--- src/rtl/hc4_boot_ctrl.sv ---
`timescale 1ns/1ps
// hc4_boot_ctrl: boot loader and debug controller for the HC4 core.
// Receives a length-prefixed program image over a valid/ready byte stream and
// writes it to program memory. It then holds the core in reset for a fixed
// number of cycles and parks it in HALT. From HALT the core can be single-stepped
// or run, with a PC breakpoint available.
module hc4_boot_ctrl #(
  parameter int RST_CYCLES = 2
) (
  input  logic        clk,
  input  logic        reset,
  input  logic        ld_valid,
  input  logic [7:0]  ld_data,
  output logic        ld_ready,
  output logic        mem_we,
  output logic [11:0] mem_addr,
  output logic [7:0]  mem_wdata,
  input  logic        run_req,
  input  logic        step_req,
  input  logic        halt_req,
  input  logic        load_req,
  input  logic        bp_en,
  input  logic [11:0] bp_addr,
  input  logic [11:0] pc_in,
  output logic        cpu_nreset,
  output logic        cpu_en,
  output logic        halted,
  output logic        bp_hit,
  output logic [2:0]  state
);

  typedef enum logic [2:0] {
    S_IDLE   = 3'd0,
    S_LEN_LO = 3'd1,
    S_LOAD   = 3'd2,
    S_RSTC   = 3'd3,
    S_HALT   = 3'd4,
    S_RUN    = 3'd5,
    S_STEP   = 3'd6
  } state_t;

  // Reset hold counter is loaded with RST_CYCLES-1 and leaves RSTC on zero.
  localparam logic [3:0] RST_LOAD = 4'(RST_CYCLES - 1);

  state_t      state_reg, state_next;
  logic [11:0] len_reg;
  logic [11:0] addr_cnt_reg;
  logic [3:0]  rst_cnt_reg;
  logic        mem_we_reg;
  logic [11:0] mem_addr_reg;
  logic [7:0]  mem_wdata_reg;
  logic        bp_hit_reg;
  logic        first_run_reg;  // first RUN cycle after HALT: breakpoint masked
  logic        bp_match;
  logic        bp_stop;

  // Breakpoint compare, masked on the first RUN cycle so a run resumed at the
  // breakpoint PC can execute that instruction.
  assign bp_match = bp_en && (pc_in == bp_addr) && !first_run_reg;

  // Next-state decode and Moore/Mealy outputs of the control FSM.
  always_comb begin
    state_next = state_reg;
    ld_ready   = 1'b0;
    cpu_nreset = 1'b0;
    cpu_en     = 1'b0;
    halted     = 1'b0;
    bp_stop    = 1'b0;
    case (state_reg)
      S_IDLE: begin
        ld_ready = 1'b1;
        if (ld_valid) state_next = S_LEN_LO;
      end
      S_LEN_LO: begin
        ld_ready = 1'b1;
        if (ld_valid) state_next = S_LOAD;
      end
      S_LOAD: begin
        ld_ready = 1'b1;
        if (ld_valid && (addr_cnt_reg == len_reg)) state_next = S_RSTC;
      end
      S_RSTC: begin
        cpu_en = 1'b1;
        if (rst_cnt_reg == 4'd0) state_next = S_HALT;
      end
      S_HALT: begin
        cpu_nreset = 1'b1;
        halted     = 1'b1;
        if (load_req)      state_next = S_IDLE;
        else if (run_req)  state_next = S_RUN;
        else if (step_req) state_next = S_STEP;
      end
      S_RUN: begin
        cpu_nreset = 1'b1;
        cpu_en     = ~(halt_req | load_req | bp_match);
        if (load_req)      state_next = S_IDLE;
        else if (halt_req) state_next = S_HALT;
        else if (bp_match) begin
          state_next = S_HALT;
          bp_stop    = 1'b1;
        end
      end
      S_STEP: begin
        cpu_nreset = 1'b1;
        cpu_en     = 1'b1;
        state_next = S_HALT;
      end
      default: state_next = S_IDLE;
    endcase
  end

  // State register.
  always_ff @(posedge clk) begin
    if (reset) state_reg <= S_IDLE;
    else       state_reg <= state_next;
  end

  // Frame length capture, write address counter, memory write port,
  // reset-hold counter and breakpoint bookkeeping.
  always_ff @(posedge clk) begin
    if (reset) begin
      len_reg       <= '0;
      addr_cnt_reg  <= '0;
      rst_cnt_reg   <= '0;
      mem_we_reg    <= 1'b0;
      mem_addr_reg  <= '0;
      mem_wdata_reg <= '0;
      bp_hit_reg    <= 1'b0;
      first_run_reg <= 1'b0;
    end else begin
      mem_we_reg <= 1'b0;
      if (state_reg == S_IDLE && ld_valid) begin
        len_reg[11:8] <= ld_data[3:0];
      end
      if (state_reg == S_LEN_LO && ld_valid) begin
        len_reg[7:0] <= ld_data;
        addr_cnt_reg <= '0;
      end
      if (state_reg == S_LOAD && ld_valid) begin
        mem_we_reg    <= 1'b1;
        mem_addr_reg  <= addr_cnt_reg;
        mem_wdata_reg <= ld_data;
        addr_cnt_reg  <= addr_cnt_reg + 12'd1;
      end
      if (state_next == S_RSTC && state_reg != S_RSTC) begin
        rst_cnt_reg <= RST_LOAD;
      end else if (state_reg == S_RSTC && rst_cnt_reg != 4'd0) begin
        rst_cnt_reg <= rst_cnt_reg - 4'd1;
      end
      bp_hit_reg    <= bp_stop;
      first_run_reg <= (state_reg == S_HALT) && (state_next == S_RUN);
    end
  end

  assign mem_we    = mem_we_reg;
  assign mem_addr  = mem_addr_reg;
  assign mem_wdata = mem_wdata_reg;
  assign bp_hit    = bp_hit_reg;
  assign state     = state_reg;

endmodule
--- config.mk ---
export PLATFORM = sky130hd
export DESIGN_NAME = hc4_boot_ctrl
export DESIGN_NICKNAME = d
export VERILOG_FILES = /design/src/rtl/hc4_boot_ctrl.sv
export SDC_FILE = /design/constraint.sdc
export NUM_CORES = 1
export LEC_CHECK = 0
export ABC_CLOCK_PERIOD_IN_PS = 1500
export BUFFER_PORTS_ARGS = -buffer_cell sky130_fd_sc_hd__buf_2
export CORE_UTILIZATION = 30
export CTS_BUF_LIST = sky130_fd_sc_hd__clkbuf_2 sky130_fd_sc_hd__clkbuf_4 sky130_fd_sc_hd__clkbuf_8
export DETAILED_ROUTE_END_ITERATION = 10
export GPL_TIMING_DRIVEN = 0
export PLACE_DENSITY = 0.52
export SYNTH_ARGS = -nofsm -noshare
export SYNTH_HDL_FRONTEND = slang
export SYNTH_SLANG_ARGS = --single-unit
--- constraint.sdc ---
create_clock -name clk -period 1.5 [get_ports clk]
set_input_delay 0.075 -clock clk [delete_from_list [all_inputs] [get_ports clk]]
set_output_delay 0.075 -clock clk [all_outputs]
set_load 0.005 [all_outputs]
==> flow_metrics.env <==
export IMPL_run_status="finished, violations left"
export IMPL_failed_checks="negative setup slack"
export IMPL_crit_chain="and4bb_2, nand4_1, nor3_2, mux2_4, nor2_1"
export IMPL_drtIter0Drc=91
export IMPL_grt_usage_pct=15.1
export IMPL_p_per_area_nw_per_um2=853
export IMPL_clockPowerShare_pct=33.8
export IMPL_worst_path_buf_inv=0
export IMPL_via_count=2435
export IMPL_synth_area_sq_um=2580
export IMPL_finalClockSkew_ns=0.00800
export IMPL_synth_top_area_cell="dfxtp_1"
export IMPL_yosysMostFrequentCell="nand2_1"
export IMPL_maxCapViolations=0
export IMPL_power_frac_seq_pct=50.4
export IMPL_finalSetupViolCount=11
export IMPL_multi_input_area_sq_um=1480
export IMPL_h_tree_depth=2
export IMPL_cpMaxStageDelayCell="dfxtp_4"
export IMPL_crit_family="simple AND/OR/NAND/NOR gates"
export IMPL_synth_nets=353
export IMPL_yosys_cell_types_count=50
export IMPL_rsz0062_at_grt="true"
export IMPL_die_h_um=94.8
export IMPL_fp_dieArea_sq_um=8980
export IMPL_first_pass_iters=4
export IMPL_core_area_sq_um=8260
export IMPL_worst_slack_ns=-0.100
export IMPL_grt_pass1_vias=2167
export IMPL_viasPerCell=4.80
export IMPL_wirelength_um=6690
export IMPL_nets=443
export IMPL_ff_latch_area_sq_um=1100
export IMPL_drive_gt1_share_pct=35.8
export IMPL_wire_per_inst_um=13.2
export IMPL_fin_cells=507
export IMPL_cts_inserted_buffers=5
export IMPL_gp_congestion=0.740
export IMPL_vdd_drop_max_uv=387
export IMPL_yosys_register_bits=54
export IMPL_io_pins=69
export IMPL_fin_crit_sh_pct=107
export IMPL_hold_ws_ns=0.00724
export IMPL_finalHoldViolCount=0
export IMPL_synth_area_leaders="dfxtp_1 (42%), nand2_1 (9.3%), a21oi_1 (7.4%), xor2_1 (5.1%), xnor2_1 (4.4%)"
export IMPL_diodes=0
export IMPL_initial_core_util_pct=31.3
export IMPL_drc=0
export IMPL_syn_inst=311
export IMPL_stdcell_area_sq_um=3500
export IMPL_synth_commonest_cells="nand2_1 (64), dfxtp_1 (54), a21oi_1 (38)"
export IMPL_hpwl_um=4770
export IMPL_critical_path_class="flop to flop"
export IMPL_p_int_uw=2210
export IMPL_ctsLongestPathBuffers=2
export IMPL_path_clk_slew_ns=0.10
export IMPL_drv_slew=0
export IMPL_portBuffers=67
export IMPL_worstPathMaxFanout=4
export IMPL_rows=33
export IMPL_p_sw_uw=771
export IMPL_syn2layout_area_growth_pct=35.5
export IMPL_grt_max_degree=17
export IMPL_fmax_mhz=625
export IMPL_startpoint_type="flop"
export IMPL_worstSkewPairLatency_ns=0.31
export IMPL_synth_top_cell_area_share_pct=41.9
export IMPL_required_ns=1.75
export IMPL_avgSynthCellArea_sq_um=8.30
export IMPL_clock_sinks=54
export IMPL_grt_pass1_wl_um=10600
export IMPL_async_flop_share_pct=0
export IMPL_final_min_clock_period_ns=1.60
export IMPL_nFillCells=890
export IMPL_fin_util_pct=42.3
export IMPL_placed_area_sq_um=3050
export IMPL_switching_share_pct=25.9
export IMPL_die_w_um=94.8
export IMPL_overflow=0
export IMPL_cts_tree="yes"
export IMPL_synth_edf_count=0
export IMPL_pre_cts_slack_ns=-0.205
export IMPL_antenna_found_initial=0
export IMPL_dp_cells=483
export IMPL_p_comb_share_pct=15.7
export IMPL_hp_class="input port to flop"
export IMPL_cts_root_buf="clkbuf_8"
export IMPL_synth_ff_type="dfxtp_1"
export IMPL_r2r_slack_ns=-0.10
export IMPL_p_leak_uw=0.00139
export IMPL_synth_yosys_warnings=0
export IMPL_worstPathArrival_ns=1.85
export IMPL_relSlewSlack_pct=54.9
export IMPL_yosysSeqAreaShare_pct=41.9
export IMPL_ant_nets=0
export IMPL_tightest_slew_ns=0.677
export IMPL_end_kind="flop"
export IMPL_critical_path_max_stage_delay_ns=0.37
==> layout make-up <==
class / count / area share [%]
multi-input combinational: 228 / 42.3
sequential: 54 / 31.3
timing repair buffer: 86 / 14.6
buffer: 21 / 4.22
tap: 105 / 3.76
clock buffer: 6 / 2.18
clock inverter: 2 / 1.07
inverter: 5 / 0.537
==> power by group through the flow <==
stage	logic (uW)	registers [uW]	clock network, uW
2_1_floorplan	263	1530	0
3_3_place_gp	401	1530	0
3_5_place_dp	404	1530	0
4_1_cts	444	1500	1030
5_1_grt	516	1510	1110
6_report	470	1500	1010
==> through the flow <==
| step | setup TNS, ns | total power, uW |
|---|---|---|
| after global routing | -1.51 | 3130 |
| after global placement | -4.69 | 1930 |
| after detailed placement | -4.77 | 1940 |
| after CTS | -0.741 | 2980 |
| after floorplan | -0.0203 | 1790 |
| final | -0.718 | 2980 |
==> routing by layer <==
layer  vias up  part of all wire (%)  GRT usage, %
met2        57                    48          25.2
met1      1141                    46          19.8
met3         6                   5.2          2.90
li1       1231                     -             -
met4         0                  0.94          3.79
met5         -                     0             0
==> what timing repair did <==
item / 4_1_cts / 5_1_grt
setup endpoints to repair: 49 / 45
hold buffers: 1 / 0
pin swaps: 13 / 17
buffers inserted: 5 / 13
gates resized for setup: 37 / 28
endpoints found under the hold margin: 1 / 0
==> tightest hold or removal path, delay by kind of cell <==
kind                   cells  cell delay [ns]
AOI/OAI and AO/OA          1             0.05
buffers and inverters      1             0.11
and+or+nand+nor            1             0.05
==> path summary, 6_finish.rpt <==
path | startpoint | end | depth (start not counted)
max | state[2] | addr_cnt_reg[11] | 5
min | ld_data[6] | len_reg[6] | 3
max reg2reg | state[2] | addr_cnt_reg[11] | 5
min reg2reg | mem_addr[9] | mem_addr[9] | 2
==> kinds of logic (layout without fill, tap and decap cells) <==
logic type / count (synthesis) / count (layout) / synth area share [%]
AO/OA/AOI/OAI: 58 / 58 / 14.2
XOR/XNOR: 28 / 28 / 9.50
adder cells (fa/ha/maj): 2 / 2 / 0.969
buffers and inverters: 29 / 120 / 5.77
flip-flops: 54 / 54 / 41.9
multiplexers: 5 / 5 / 1.99
AND/OR/NAND/NOR: 135 / 135 / 25.7
==> layout by cell type (no fill, tap or decap), types with 3 or more instances in the layout <==
| master | Yosys | layout |
|---|---|---|
| a21oi_1 | 38 | 37 |
| a311oi_1 | 3 | 3 |
| buf_2 | 10 | 70 |
| buf_4 | 1 | 15 |
| buf_6 | 3 | 12 |
| clkbuf_1 | 9 | 6 |
| clkbuf_8 | 0 | 5 |
| dfxtp_1 | 54 | 48 |
| dfxtp_2 | 0 | 3 |
| dfxtp_4 | 0 | 3 |
| inv_1 | 5 | 5 |
| mux2i_1 | 4 | 4 |
| nand2_1 | 64 | 63 |
| nand3_1 | 7 | 5 |
| nand3_2 | 2 | 3 |
| nand4_1 | 8 | 8 |
| nor2_1 | 24 | 19 |
| nor2_2 | 0 | 3 |
| nor3_1 | 5 | 4 |
| nor3b_1 | 3 | 3 |
| o21a_1 | 3 | 3 |
| or3_1 | 4 | 4 |
| xnor2_1 | 13 | 12 |
| xor2_1 | 15 | 15 |
Note: power is estimated with default switching activity, not from simulation.
